$ cat src/rtl/apb_master_arbiter.sv
// apb_master_arbiter: round-robin scheduler sharing one APB master port
// between NUM_REQ held-request sources, with a wait-state timeout guard.
module apb_master_arbiter #(
  parameter int unsigned NUM_REQ    = 4,
  parameter int unsigned ADDR_WIDTH = 32,
  parameter int unsigned DATA_WIDTH = 32,
  parameter int unsigned TIMEOUT    = 16
) (
  input  logic                              pclk,
  input  logic                              preset,
  input  logic [NUM_REQ-1:0]                req_valid,
  input  logic [NUM_REQ*ADDR_WIDTH-1:0]     req_addr,
  input  logic [NUM_REQ-1:0]                req_write,
  input  logic [NUM_REQ*DATA_WIDTH-1:0]     req_wdata,
  input  logic [NUM_REQ*DATA_WIDTH/8-1:0]   req_strb,
  input  logic [NUM_REQ*3-1:0]              req_prot,
  output logic [NUM_REQ-1:0]                rsp_valid,
  output logic [DATA_WIDTH-1:0]             rsp_rdata,
  output logic                              rsp_slverr,
  output logic                              psel,
  output logic                              penable,
  output logic                              pwrite,
  output logic [ADDR_WIDTH-1:0]             paddr,
  output logic [DATA_WIDTH-1:0]             pwdata,
  output logic [DATA_WIDTH/8-1:0]           pstrb,
  output logic [2:0]                        pprot,
  input  logic                              pready,
  input  logic                              pslverr,
  input  logic [DATA_WIDTH-1:0]             prdata,
  output logic                              busy
);

  localparam int unsigned SW = DATA_WIDTH / 8;
  localparam int unsigned IW = (NUM_REQ > 2) ? $clog2(NUM_REQ) : 1;
  localparam int unsigned CW = (TIMEOUT > 1) ? $clog2(TIMEOUT) : 1;

  typedef enum logic [1:0] {S_IDLE, S_SETUP, S_ACCESS} state_e;

  state_e              state_q, state_d;
  logic [IW-1:0]       ptr_q, ptr_d;
  logic [CW-1:0]       tcnt_q, tcnt_d;
  logic                psel_q, psel_d;
  logic                penable_q, penable_d;
  logic                pwrite_q, pwrite_d;
  logic [ADDR_WIDTH-1:0] paddr_q, paddr_d;
  logic [DATA_WIDTH-1:0] pwdata_q, pwdata_d;
  logic [SW-1:0]       pstrb_q, pstrb_d;
  logic [2:0]          pprot_q, pprot_d;
  logic [NUM_REQ-1:0]  rsp_valid_q, rsp_valid_d;
  logic [DATA_WIDTH-1:0] rsp_rdata_q, rsp_rdata_d;
  logic                rsp_slverr_q, rsp_slverr_d;

  logic                done;
  logic                timed_out;
  logic [NUM_REQ-1:0]  elig;
  logic                win_found;
  logic [IW-1:0]       win_idx;
  logic [IW-1:0]       cand;
  logic                take;

  // Completion detection (pready or wait-state timeout) and eligibility mask
  always_comb begin
    done      = 1'b0;
    timed_out = 1'b0;
    if (state_q == S_ACCESS) begin
      if (pready) begin
        done = 1'b1;
      end else if (TIMEOUT != 0 && tcnt_q == CW'(TIMEOUT - 1)) begin
        done      = 1'b1;
        timed_out = 1'b1;
      end
    end
    elig = req_valid & ~rsp_valid_q;
    if (done) elig[ptr_q] = 1'b0;
  end

  // Round-robin search starting one past the last granted requester
  always_comb begin
    win_found = 1'b0;
    win_idx   = '0;
    cand      = '0;
    for (int unsigned i = 1; i <= NUM_REQ; i++) begin
      cand = IW'((32'(ptr_q) + i) % NUM_REQ);
      if (!win_found && elig[cand]) begin
        win_found = 1'b1;
        win_idx   = cand;
      end
    end
  end

  // Next-state, bus field capture and response generation
  always_comb begin
    state_d      = state_q;
    ptr_d        = ptr_q;
    tcnt_d       = tcnt_q;
    pwrite_d     = pwrite_q;
    paddr_d      = paddr_q;
    pwdata_d     = pwdata_q;
    pstrb_d      = pstrb_q;
    pprot_d      = pprot_q;
    rsp_valid_d  = '0;
    rsp_rdata_d  = rsp_rdata_q;
    rsp_slverr_d = rsp_slverr_q;
    take         = 1'b0;
    unique case (state_q)
      S_IDLE: take = win_found;
      S_SETUP: begin
        state_d = S_ACCESS;
        tcnt_d  = '0;
      end
      S_ACCESS: begin
        if (done) begin
          rsp_valid_d[ptr_q] = 1'b1;
          rsp_slverr_d       = timed_out | pslverr;
          rsp_rdata_d        = (pwrite_q || timed_out) ? '0 : prdata;
          state_d            = S_IDLE;
          take               = win_found;
        end else if (TIMEOUT != 0) begin
          tcnt_d = tcnt_q + CW'(1);
        end
      end
      default: state_d = S_IDLE;
    endcase
    // Grant from IDLE or straight out of a completion (back-to-back SETUP)
    if (take) begin
      state_d  = S_SETUP;
      ptr_d    = win_idx;
      pwrite_d = req_write[win_idx];
      paddr_d  = req_addr[32'(win_idx)*ADDR_WIDTH +: ADDR_WIDTH];
      pwdata_d = req_wdata[32'(win_idx)*DATA_WIDTH +: DATA_WIDTH];
      pstrb_d  = req_strb[32'(win_idx)*SW +: SW];
      pprot_d  = req_prot[32'(win_idx)*3 +: 3];
    end
    psel_d    = (state_d != S_IDLE);
    penable_d = (state_d == S_ACCESS);
  end

  // State and output registers with asynchronous reset
  always_ff @(posedge pclk or posedge preset) begin
    if (preset) begin
      state_q      <= S_IDLE;
      ptr_q        <= IW'(NUM_REQ - 1);
      tcnt_q       <= '0;
      psel_q       <= 1'b0;
      penable_q    <= 1'b0;
      pwrite_q     <= 1'b0;
      paddr_q      <= '0;
      pwdata_q     <= '0;
      pstrb_q      <= '0;
      pprot_q      <= '0;
      rsp_valid_q  <= '0;
      rsp_rdata_q  <= '0;
      rsp_slverr_q <= 1'b0;
    end else begin
      state_q      <= state_d;
      ptr_q        <= ptr_d;
      tcnt_q       <= tcnt_d;
      psel_q       <= psel_d;
      penable_q    <= penable_d;
      pwrite_q     <= pwrite_d;
      paddr_q      <= paddr_d;
      pwdata_q     <= pwdata_d;
      pstrb_q      <= pstrb_d;
      pprot_q      <= pprot_d;
      rsp_valid_q  <= rsp_valid_d;
      rsp_rdata_q  <= rsp_rdata_d;
      rsp_slverr_q <= rsp_slverr_d;
    end
  end

  assign psel       = psel_q;
  assign penable    = penable_q;
  assign busy       = psel_q;
  assign pwrite     = pwrite_q;
  assign paddr      = paddr_q;
  assign pwdata     = pwdata_q;
  assign pstrb      = pstrb_q;
  assign pprot      = pprot_q;
  assign rsp_valid  = rsp_valid_q;
  assign rsp_rdata  = rsp_rdata_q;
  assign rsp_slverr = rsp_slverr_q;

endmodule
$ cat config.mk
export PLATFORM = sky130hd
export DESIGN_NAME = apb_master_arbiter
export DESIGN_NICKNAME = d
export VERILOG_FILES = /design/src/rtl/apb_master_arbiter.sv
export SDC_FILE = /design/constraint.sdc
export NUM_CORES = 1
export LEC_CHECK = 0
export ABC_AREA = 1
export CORE_AREA = 10 10 165 167
export DETAILED_ROUTE_END_ITERATION = 12
export DIE_AREA = 0 0 175 177
export PLACE_DENSITY = 0.77
export RECOVER_POWER = 25
export SYNTH_ARGS = -nofsm -noshare
export SYNTH_HDL_FRONTEND = slang
export SYNTH_SLANG_ARGS = --single-unit
$ cat constraint.sdc
create_clock -name pclk -period 4 [get_ports pclk]
set_input_delay 0.4 -clock pclk [delete_from_list [all_inputs] [get_ports pclk]]
set_output_delay 0.4 -clock pclk [all_outputs]
set_load 0.01 [all_outputs]
Word level (Yosys, flattened, before mapping)
Cells that the tools add are included.
{ "totals": {"reg_bits": 119, "in_bits": 328, "wordCells": 89, "output_inout_bits": 112} }
{ "classes": {"muxes": 36, "eq_ne": 5, "n_reduce_logical": 13, "n_addsub": 5, "order_cmp": 7, "shift": 4, "n_mul": 1, "n_bitwise": 5} }
{ "op_table": {"columns": ["operator", "n"], "rows": [
  ["$shiftx A128 B8 Y32", 2],
  ["$mux W32", 1],
  ["$lt A2 B3 Y1 const B", 6],
  ["$mux W1", 16],
  ["$mux W4", 4],
  ["$shiftx A16 B5 Y4", 1],
  ["$mux W2", 6],
  ["$shiftx A12 B5 Y3", 1],
  ["$bmux W1 S2", 5],
  ["$and A4 B4 Y4", 2],
  ["$not A4 Y4", 2],
  ["$pmux W4 S2", 1],
  ["$pmux W2 S3", 1],
  ["$add A2 B1 Y2 const B", 2],
  ["$add A2 B2 Y2 const B", 2],
  ["$add A4 B1 Y4 const B", 1],
  ["$eq A2 B2 Y1 const B", 2],
  ["$eq A4 B4 Y1 const B", 1],
  ["$logic_and A1 B1 Y1", 4],
  ["$mul A2 B2 Y4 const B", 1],
  ["$reduce_and A2 Y1", 2],
  ["$reduce_bool A2 Y1", 2],
  ["$logic_not A1 Y1", 3],
  ["$demux W1 S2", 1],
  ["7 further kinds", 7]
]} }

Depth between registers and ports, before layout
Gate-level depths: netlist of the first run.
{ "logic_depth": {"depth_word": 23, "ltp_mapped": 19, "depth_no_buf": 17} }

Worst setup path before layout of the first run
Ideal clock, no wire load.
{ "synth_path": {"path_type": "register to register", "from": "register ptr_q[0]", "to": "register paddr_q[28], in the netlist paddr[28]", "setup_time_ns": 0.117, "required_time_ns": 3.883, "arrival_time_ns": 2.247, "path_buffers": 2, "stages_incl_launch_ff": 17, "period_less_slack_ns": 2.364, "slack_ns": 1.636, "cell_sequence": "dfstp_2 -> inv_2 -> ha_1 -> nand3_2 -> nand3_1 -> nand3_1 -> nand2_1 -> nand4_2 -> nand2_1 -> nand2_2 -> buf_4 -> clkbuf_1 -> nand3_1 -> nand3_1 -> nand2_1 -> nand2_1 -> nand2_1"} }
{ "synth_between": {"elab_chain_len": 21, "elab_cells_between_ends": 37, "classes_between": "add/sub (4); order compare (2); shift (1); mux (21); bitwise (2); reduce/logical (7)"} }
{ "synth_rtl": {"columns": ["item", "line_no", "source"], "rows": [
  ["start: declaration", "40", "logic [IW-1:0] ptr_q, ptr_d;"],
  ["start signal: assignment", "142", "ptr_q <= IW'(NUM_REQ - 1);"],
  ["start signal: assignment", "156", "ptr_q <= ptr_d;"],
  ["parallel branches: the longest is 21 deep, another holds $lt A2 B3 Y1", null, null],
  ["end signal: assignment", "161", "paddr_q <= paddr_d;"],
  ["end: declaration", "45", "logic [ADDR_WIDTH-1:0] paddr_q, paddr_d;"]
]} }
Several ways; the timed one is not identified. The select of a mux whose other input is x is not followed.
A chain may end at the register's enable or synchronous reset.

Worst setup path after layout of the first run
{ "layout_path": {"from": "register ptr_q[0]", "to": "register pwdata_q[24], in the netlist pwdata[24]"} }
{ "layout_between": {"elab_chain_len": 21, "elab_cells_between_ends": 37, "classes_between": "add/sub (4); order compare (2); shift (1); mux (21); bitwise (2); reduce/logical (7)"} }
{ "layout_rtl": {"columns": ["item", "line_no", "source"], "rows": [
  ["parallel branches: the longest is 21 deep, another holds $lt A2 B3 Y1", null, null],
  ["end signal: assignment", "162", "pwdata_q <= pwdata_d;"],
  ["end: declaration", "46", "logic [DATA_WIDTH-1:0] pwdata_q, pwdata_d;"]
]} }
Several ways; the timed one is not identified. The select of a mux whose other input is x is not followed.

==> results of run 1 <==
[flip-flops by register name, summed over array words and instances (netlist names)]
name	count
paddr	32
pwdata	32
rsp_rdata	32
pstrb	4
rsp_valid	4
tcnt_q	4
pprot	3
ptr_q	2
state_q	2
busy	1
penable	1
pwrite	1
rsp_slverr	1
[cells in the mapped netlist, types with 3 or more instances]
| cell | n | area [µm²] |
|---|---|---|
| nand3_1 | 285 | 1430 |
| inv_2 | 3 | 11.3 |
| nor2_1 | 11 | 41.3 |
| a21oi_1 | 4 | 20.0 |
| nand3_2 | 5 | 50.1 |
| inv_1 | 328 | 1230 |
| o211ai_1 | 10 | 75.1 |
| nand2_2 | 3 | 18.8 |
| clkbuf_1 | 37 | 139 |
| buf_4 | 9 | 67.6 |
| dfrtp_1 | 117 | 2930 |
| buf_2 | 30 | 150 |
| o21ai_0 | 34 | 170 |
| nand2_1 | 471 | 1770 |
| ha_1 | 5 | 62.6 |
[through the flow]
| step | setup WS (ps) | utilization [%] | hold WS, ps | area, µm² | total power, mW |
|---|---|---|---|---|---|
| global placement | 671 | 54.0 | 462 | 12900 | 11.0 |
| detailed placement | 579 | 54.0 | 465 | 12900 | 11.1 |
| CTS | 638 | 56.4 | 468 | 13500 | 12.7 |
| finish | 609 | 56.4 | 476 | 13500 | 12.5 |
| floorplan | 446 | - | 470 | 8340 | 8.00 |
| global route | 284 | 56.4 | 506 | 13500 | 13.8 |
[worst max-delay path, cell delays in order (launching register included)]
cell	delay (ps)
dfstp_2	650
inv_2	140
ha_1	220
nand3_1	130
nand3_1	120
nand2_1	110
nand2_1	60
nand2_1	120
nor2_1	80
nand3_1	70
nand2_1	90
nor2_4	120
inv_2	230
nor2_1	800
nand3_1	220
nand3_1	140
[cells by family after synthesis]
logic type / after synthesis
buf+inv: 409
xor+xnor: 1
simple gates: 784
fa+ha+maj: 5
compound gates: 52
flops: 119
[power breakdown]
part           internal, mW  switching [mW]
Combinational          3.29            5.54
Clock                 0.889           0.626
Sequential             1.83           0.341
[worst paths after layout]
kind	slack [ps]	end	cells past startpoint
max reg2reg	610	pwdata[24]$_DFFE_PP0P_	15
min	480	paddr[7]$_DFFE_PP0P_	2
min reg2reg	480	paddr[7]$_DFFE_PP0P_	2
max	610	pwdata[24]$_DFFE_PP0P_	15
min in group asynchronous	1120	rsp_rdata[31]$_DFFE_PP0P_	2
max in group asynchronous	1670	paddr[15]$_DFFE_PP0P_	3
[cells in the final DEF (no fill, tap or decap), types with 2 or more instances in the layout]
cell type	count
nand2_1	472
nor2_1	11
inv_8	2
nand2_4	2
dfstp_2	2
nand3_1	286
ha_1	5
buf_4	9
nand3_4	2
a21oi_1	4
clkbuf_16	17
clkinv_4	2
inv_2	4
dfrtp_1	117
or2_2	2
nand3_2	2
clkdlybuf4s50_1	438
nor2_4	2
clkinv_2	2
diode_2	3
o211ai_1	10
inv_1	326
o21ai_0	34
inv_6	5
clkinvlp_4	2
buf_12	4
[final cells by class]
cell class / count / area (µm²)
well taps: 324 / 405
fillers: 2338 / 10400
inverters: 331 / 1240
flip-flops and latches: 119 / 2980
clock buffers: 18 / 439
clock inverters: 14 / 139
multi-input cells: 842 / 3760
diodes: 3 / 7.51
repair buffers: 452 / 4540
[metal layers]
layer | vias up | GRT usage (%) | part of all wire [%]
li1 | 4888 | - | -
met1 | 4454 | 24.9 | 38
met2 | 432 | 37.4 | 48
met3 | 54 | 8.70 | 11
met4 | 0 | 8.05 | 2.7
met5 | - | 0 | 0
==> impl_results.md, run 1 <==
- Outcome: finished with violations
- Fin Clk Skew: about 11 ps
- Drt initial violations: ~560
- Net count after synthesis: between 1,500 and 2,000
- Crit path from: ptr_q[0]$_DFFE_PP1P_
- H-tree Lvls: 4
- Max IR drop VDD: between 0.0008 and 0.0009 V
- CP Max Fanout: 29
- Number of I/O port buffers: around 440
- Die Wd: about 180 µm
- Max Buffers Root-to-Sink: 2
- Gpl congestion: 0.894
- Nets: between 2,000 and 2,500
- Crit end category: flop
- Clock Latency Late Sink: ~420 ps
- DR vias: between 9,000 and 10,000
- Worst-path clk slew: about 60 ps
- R2R Path Start: ptr_q[0]$_DFFE_PP1P_
- Rows: 57
- Number of synthesized flops with an enable pin: 0
- Startpoint types: flop
- Setup repair bufs after CTS: 0
- Cts hold-fix bufs: 0
- Fin. max-slew vios: 53
- Non-filler cells in the finished layout: approximately 2,100
- Yosys synthesis warning count: 0
- Final setup viols: 0
- Maxcap violations: 1
- CTS Buf Count: 17
- GRT Total Usage: 22.1%
- Hold WC Path Type: flop to flop
- Largest net degree at the start of global routing: around 130
- Post-Route WL: between 30,000 and 40,000 µm
- Simple-gate area share of the yosys netlist: a little over 40%
- Final HPWL DP: around 27,000 µm
- First-pass GRT wire length: about 55,000 µm
- P&R area growth vs syn: 62.1%
- Failing checks: max-capacitance violations, max-slew violations
- Total die area: slightly above 30,000 µm²
- Total negative setup slack: 0 ps
- Total clock sinks: roughly 120
- Cell area after synthesis: 8340 µm²
- Rel. slew slack: -69.0%
- Ys async rst share: 100%
- Share of cells above drive strength 1: ~3.7%
- Post-Synth Adder-Cell Area: less than 1%
- Routed vias/inst: ~4.7
- Synth Flop Type: dfrtp_1
- DRT antenna net count: 0
- Min cycle time layout: between 3000 and 4000 ps
- Initial antenna violation count: 3
- Largest family of logic cells by synthesized area: simple AND/OR/NAND/NOR gates
- Initial Util: between 30% and 40%
- Synth Register Bits: ~120
- Compound-Gate Fraction of Synth Area: 3.54%
- Crit path kind: flop to flop
- Fin. Hold Viols: 0
- Worst-Margin Slew: 2520 ps
- Top Ports: 440
- Root Driver: clkbuf_16
- Post-synthesis mux area share: 0%
- 1st-pass router iterations: 6
- Mapped Avg Cell Area: 6.09 µm²
- Core ar.: approximately 24,000 µm²
- Die Y: 177 µm
- Post-CTS Resized: 0
- PD cells: 926 nW/µm²
- Pleak: roughly 7.4 nW
- Worst Path Required: 4350 ps
- CTS tree: yes
- Crit path arrival time: 3740 ps
- Fin crit share: between 80% and 90%
- Syn Inst Count: around 1,400
- Routed length per instance: 16.8 µm
- Placed insts: between 2,000 and 2,500
- Synth unique cells: 30
- DRC: 0
- Peak Freq: a little under 300 MHz
- Unrepaired setup endpoints after global routing: false
- Vias in the first global route: around 10,000
- Part of the Yosys area used for sequential elements: between 30% and 40%
- GRT Residual Overflow: 0
- Hold_sp: paddr[7]$_DFFE_PP0P_
- Synth Area in XOR/XNOR: less than 1%
(Power assumes the default switching activity.)
==> inputs of run 2 (changes only) <==
--- a/config.mk
+++ b/config.mk
@@ -6,10 +6,10 @@
 export NUM_CORES = 1
 export LEC_CHECK = 0
 export ABC_AREA = 1
-export CORE_AREA = 10 10 165 167
+export CORE_MARGIN = 10
+export CORE_UTILIZATION = 37
 export DETAILED_ROUTE_END_ITERATION = 12
-export DIE_AREA = 0 0 175 177
-export PLACE_DENSITY = 0.77
+export PLACE_DENSITY = 0.83
 export RECOVER_POWER = 25
 export SYNTH_ARGS = -nofsm -noshare
 export SYNTH_HDL_FRONTEND = slang
==> constraint.sdc (replaced) <==
create_clock -name pclk -period 2.9 [get_ports pclk]
set_input_delay 0.29 -clock pclk [delete_from_list [all_inputs] [get_ports pclk]]
set_output_delay 0.29 -clock pclk [all_outputs]
set_load 0.01 [all_outputs]
==> run 2 against run 1 <==
Against the previous run: the run still ends with max-capacitance violations, max-slew violations left; via count up 1.8%; non-clock buffer count up 12; die area fell by 6.6%; critical path type unchanged; largest cell class unchanged; largest power group unchanged.
==> impl_results.md, run 2 (same netlist as run 1, synthesis figures left out) <==
- Outcome: finished with violations
- Failing checks: max-capacitance violations, max-slew violations
- CP Max Fanout: 63 (+120%)
- Routed vias/inst: 4.84 (+3.5%)
- Number of I/O port buffers: 439 (unchanged)
- Capture point of the worst reg-to-reg path: pwdata[25]$_DFFE_PP0P_
- Total die area: 28,900 µm² (-6.6%)
- Non-filler cells in the finished layout: 2,068 (-1.7%)
- 1st-pass router iterations: 5 (-1)
- Worst-Margin Slew: 1760 ps (-764 ps)
- Pre-CTS WS: -46.8 ps (-626 ps)
- Max Buffers Root-to-Sink: 2 (unchanged)
- Clock Power Share: 11.7% (-0.4 points)
- GRT Residual Overflow: 0 (unchanged)
- Hold worst-path end: rsp_rdata[4]$_DFFE_PP0P_
- Crit path arrival time: 2950 ps (-790 ps)
- Rel. slew slack: -17.2% (+52 points)
- Nets: 2,108 (+0.57%)
- Placed insts: 2,033 (-1.7%)
- Sw power: 9.20 mW (+41%)
- Final setup viols: 0 (unchanged)
- Die Y: 170 µm (-3.9%)
- Vias in the first global route: 9,772 (-0.24%)
- Post-Route WL: 36,000 µm (+1.6%)
- Final Instance Area: 13,700 µm² (+1.5%)
- Total power: 18.3 mW (+46%)
- Worst R2R Path Depth: 17 (+2)
- Most frequent cells in the layout: nand2_1 (471), clkdlybuf4s50_1 (438), inv_1 (324)
- Largest net degree at the start of global routing: 120 (-4.0%)
- Pleak: 7.50 nW (+1.5%)
- Drt initial violations: 714 (+28%)
- P&R area growth vs syn: 64.6%
- Initial Util: 37.9% (+3.1 points)
- Total clock sinks: 119 (unchanged)
- Setup WS post-layout: 233 ps (-376 ps)
- Min cycle time layout: 2670 ps (-724 ps)
- Layout filler cell count: 1,960 (-16%)
- Setup slack, reg-to-reg: 230 ps (-380 ps)
- Top Ports: 440 (unchanged)
- Most common cell after layout, fill and taps aside: nand2_1
- Initial antenna violation count: 0 (-3)
- Max IR drop VDD: 0.00118 V (+39%)
- DR vias: 10,006 (+1.8%)
- Flop pwr share: 16.2% (-1.1 points)
- Area after DPL: 13,000 µm² (+0.59%)
- Share of cells above drive strength 1: 4.53% (+0.87 points)
- Peak Freq: 375 MHz (+27%)
- Comb power frac: 72.0% (+1.4 points)
- Gpl congestion: 0.892 (-0.17%)
- Routed length per instance: 17.4 µm (+3.3%)
- Fin Clk Skew: 10.5 ps (-0.704 ps)
- Internal Power: 9.08 mW (+51%)
- Final HPWL DP: 26,900 µm (+0.20%)
- Fin crit share: 92.0% (+7.2 points)
- Area occupied by multi-input gates: 3790 µm² (+0.76%)
- Total negative setup slack: 0 ps (unchanged)
- Antenna cell count: 0 (-3)
- Clock Latency Late Sink: 410 ps (about the same)
- Fin. max-slew vios: 120 (+130%)
- CTS tree: yes
- Maxcap violations: 1 (unchanged)
- Worst-path clk slew: 60 ps (about the same)
- Hold_sp: prdata[4]
- Fin. Hold Viols: 0 (unchanged)
- Sw Ratio: 50.3% (-1.7 points)
- DRT antenna net count: 0 (unchanged)
- Startpoint types: flop
- CTS Buf Count: 17 (unchanged)
- Crit path kind: flop to flop
- First-pass GRT wire length: 53,500 µm (-2.0%)
- Crit end category: flop
- PD cells: 1330 nW/µm² (+44%)
- Worst Path Required: 3190 ps (-1160 ps)
- Register area: 2980 µm² (unchanged)
- Hold WC Path Type: primary input to flop
- Root Driver: clkbuf_16
- DRC: 0 (unchanged)
- Rows: 54 (-5.3%)
- GRT Total Usage: 23.4% (+1.3 points)
- R2R Path Start: tcnt_q[0]$_DFFE_PP0P_
- H-tree Lvls: 4 (unchanged)
- Min-Delay Path Depth: 3 (+1)
- Core ar.: 22,000 µm² (-8.1%)
- Die Wd: 170 µm (-2.8%)
## run 2: worst max-delay path by stage
| stage | start | to | slack (ps) | cells past startpoint |
|---|---|---|---|---|
| floorplan | ptr_q[0]$_DFFE_PP1P_ | paddr[28]$_DFFE_PP0P_ | 540 | 16 |
| global placement | pready | pwdata[22]$_DFFE_PP0P_ | 90 | 16 |
| detailed placement | pready | pwdata[24]$_DFFE_PP0P_ | -50 | 16 |
| CTS | ptr_q[1]$_DFFE_PP1P_ | pwdata[24]$_DFFE_PP0P_ | 4 | 15 |
| global route | tcnt_q[0]$_DFFE_PP0P_ | pprot[0]$_DFFE_PP0P_ | -20 | 17 |
| finish | tcnt_q[0]$_DFFE_PP0P_ | pwdata[25]$_DFFE_PP0P_ | 230 | 17 |
## run 2: through the flow
| stage | hold slack [ps] | utilization (%) |
|---|---|---|
| 2_1_floorplan | 424 | - |
| 3_3_place_gp | 462 | 59.1 |
| 3_5_place_dp | 464 | 59.1 |
| 4_1_cts | 429 | 61.8 |
| 5_1_grt | 448 | 62.3 |
| 6_report | 443 | 62.3 |
## run 2: power groups by stage
stage | combinational (mW) | sequential, mW | clock, mW
2_1_floorplan | 7.78 | 3.26 | 0
3_3_place_gp | 12.4 | 2.95 | 0
3_5_place_dp | 12.6 | 2.97 | 0
4_1_cts | 12.6 | 2.96 | 2.19
5_1_grt | 14.7 | 3.04 | 2.27
6_report | 13.2 | 2.97 | 2.15
## run 2: metal layers
layer	global-route usage, %	vias to the layer above	part of all wire, %
met2	39.6	449	48
li1	-	4917	-
met4	8.92	0	3.2
met3	8.68	61	11
met1	26.4	4579	38
met5	0	-	0
## run 2: layout make-up
type                            instances  area share (%)
Clock buffer                           20            3.26
Timing Repair Buffer                  464            34.7
Multi-Input combinational cell        842            27.6
Inverter                              331            9.08
Sequential cell                       119            21.7
Tap cell                              280            2.55
Clock inverter                         12            1.05
## run 2: timing repair
action	CTS	global route
setup buffers	0	0
hold buffers	0	0
setup endpoints to repair	0	35
gates resized for setup	0	10
## run 2: worst max-delay path, cell delays in order (launching register included)
cell,delay (ps)
dfrtp_1,410
ha_1,240
nand3_1,140
nand2_4,110
nand3_2,100
nand3_1,110
nand2_1,110
nand2_1,70
nand2_1,100
nor2_1,80
nand3_1,70
nand2_1,90
nor2_4,160
buf_12,320
nor2_2,50
buf_4,180
o211ai_1,120
nand3_1,90
==> inputs of run 3 (changes only) <==
--- a/config.mk
+++ b/config.mk
@@ -8,9 +8,11 @@
 export ABC_AREA = 1
 export CORE_MARGIN = 10
 export CORE_UTILIZATION = 37
+export CTS_CLUSTER_DIAMETER = 50
 export DETAILED_ROUTE_END_ITERATION = 12
 export PLACE_DENSITY = 0.83
 export RECOVER_POWER = 25
+export SLEW_MARGIN = 0
 export SYNTH_ARGS = -nofsm -noshare
 export SYNTH_HDL_FRONTEND = slang
 export SYNTH_SLANG_ARGS = --single-unit
==> results of run 3 <==
The final DEF is identical to that of run 2; final timing and power are the same.
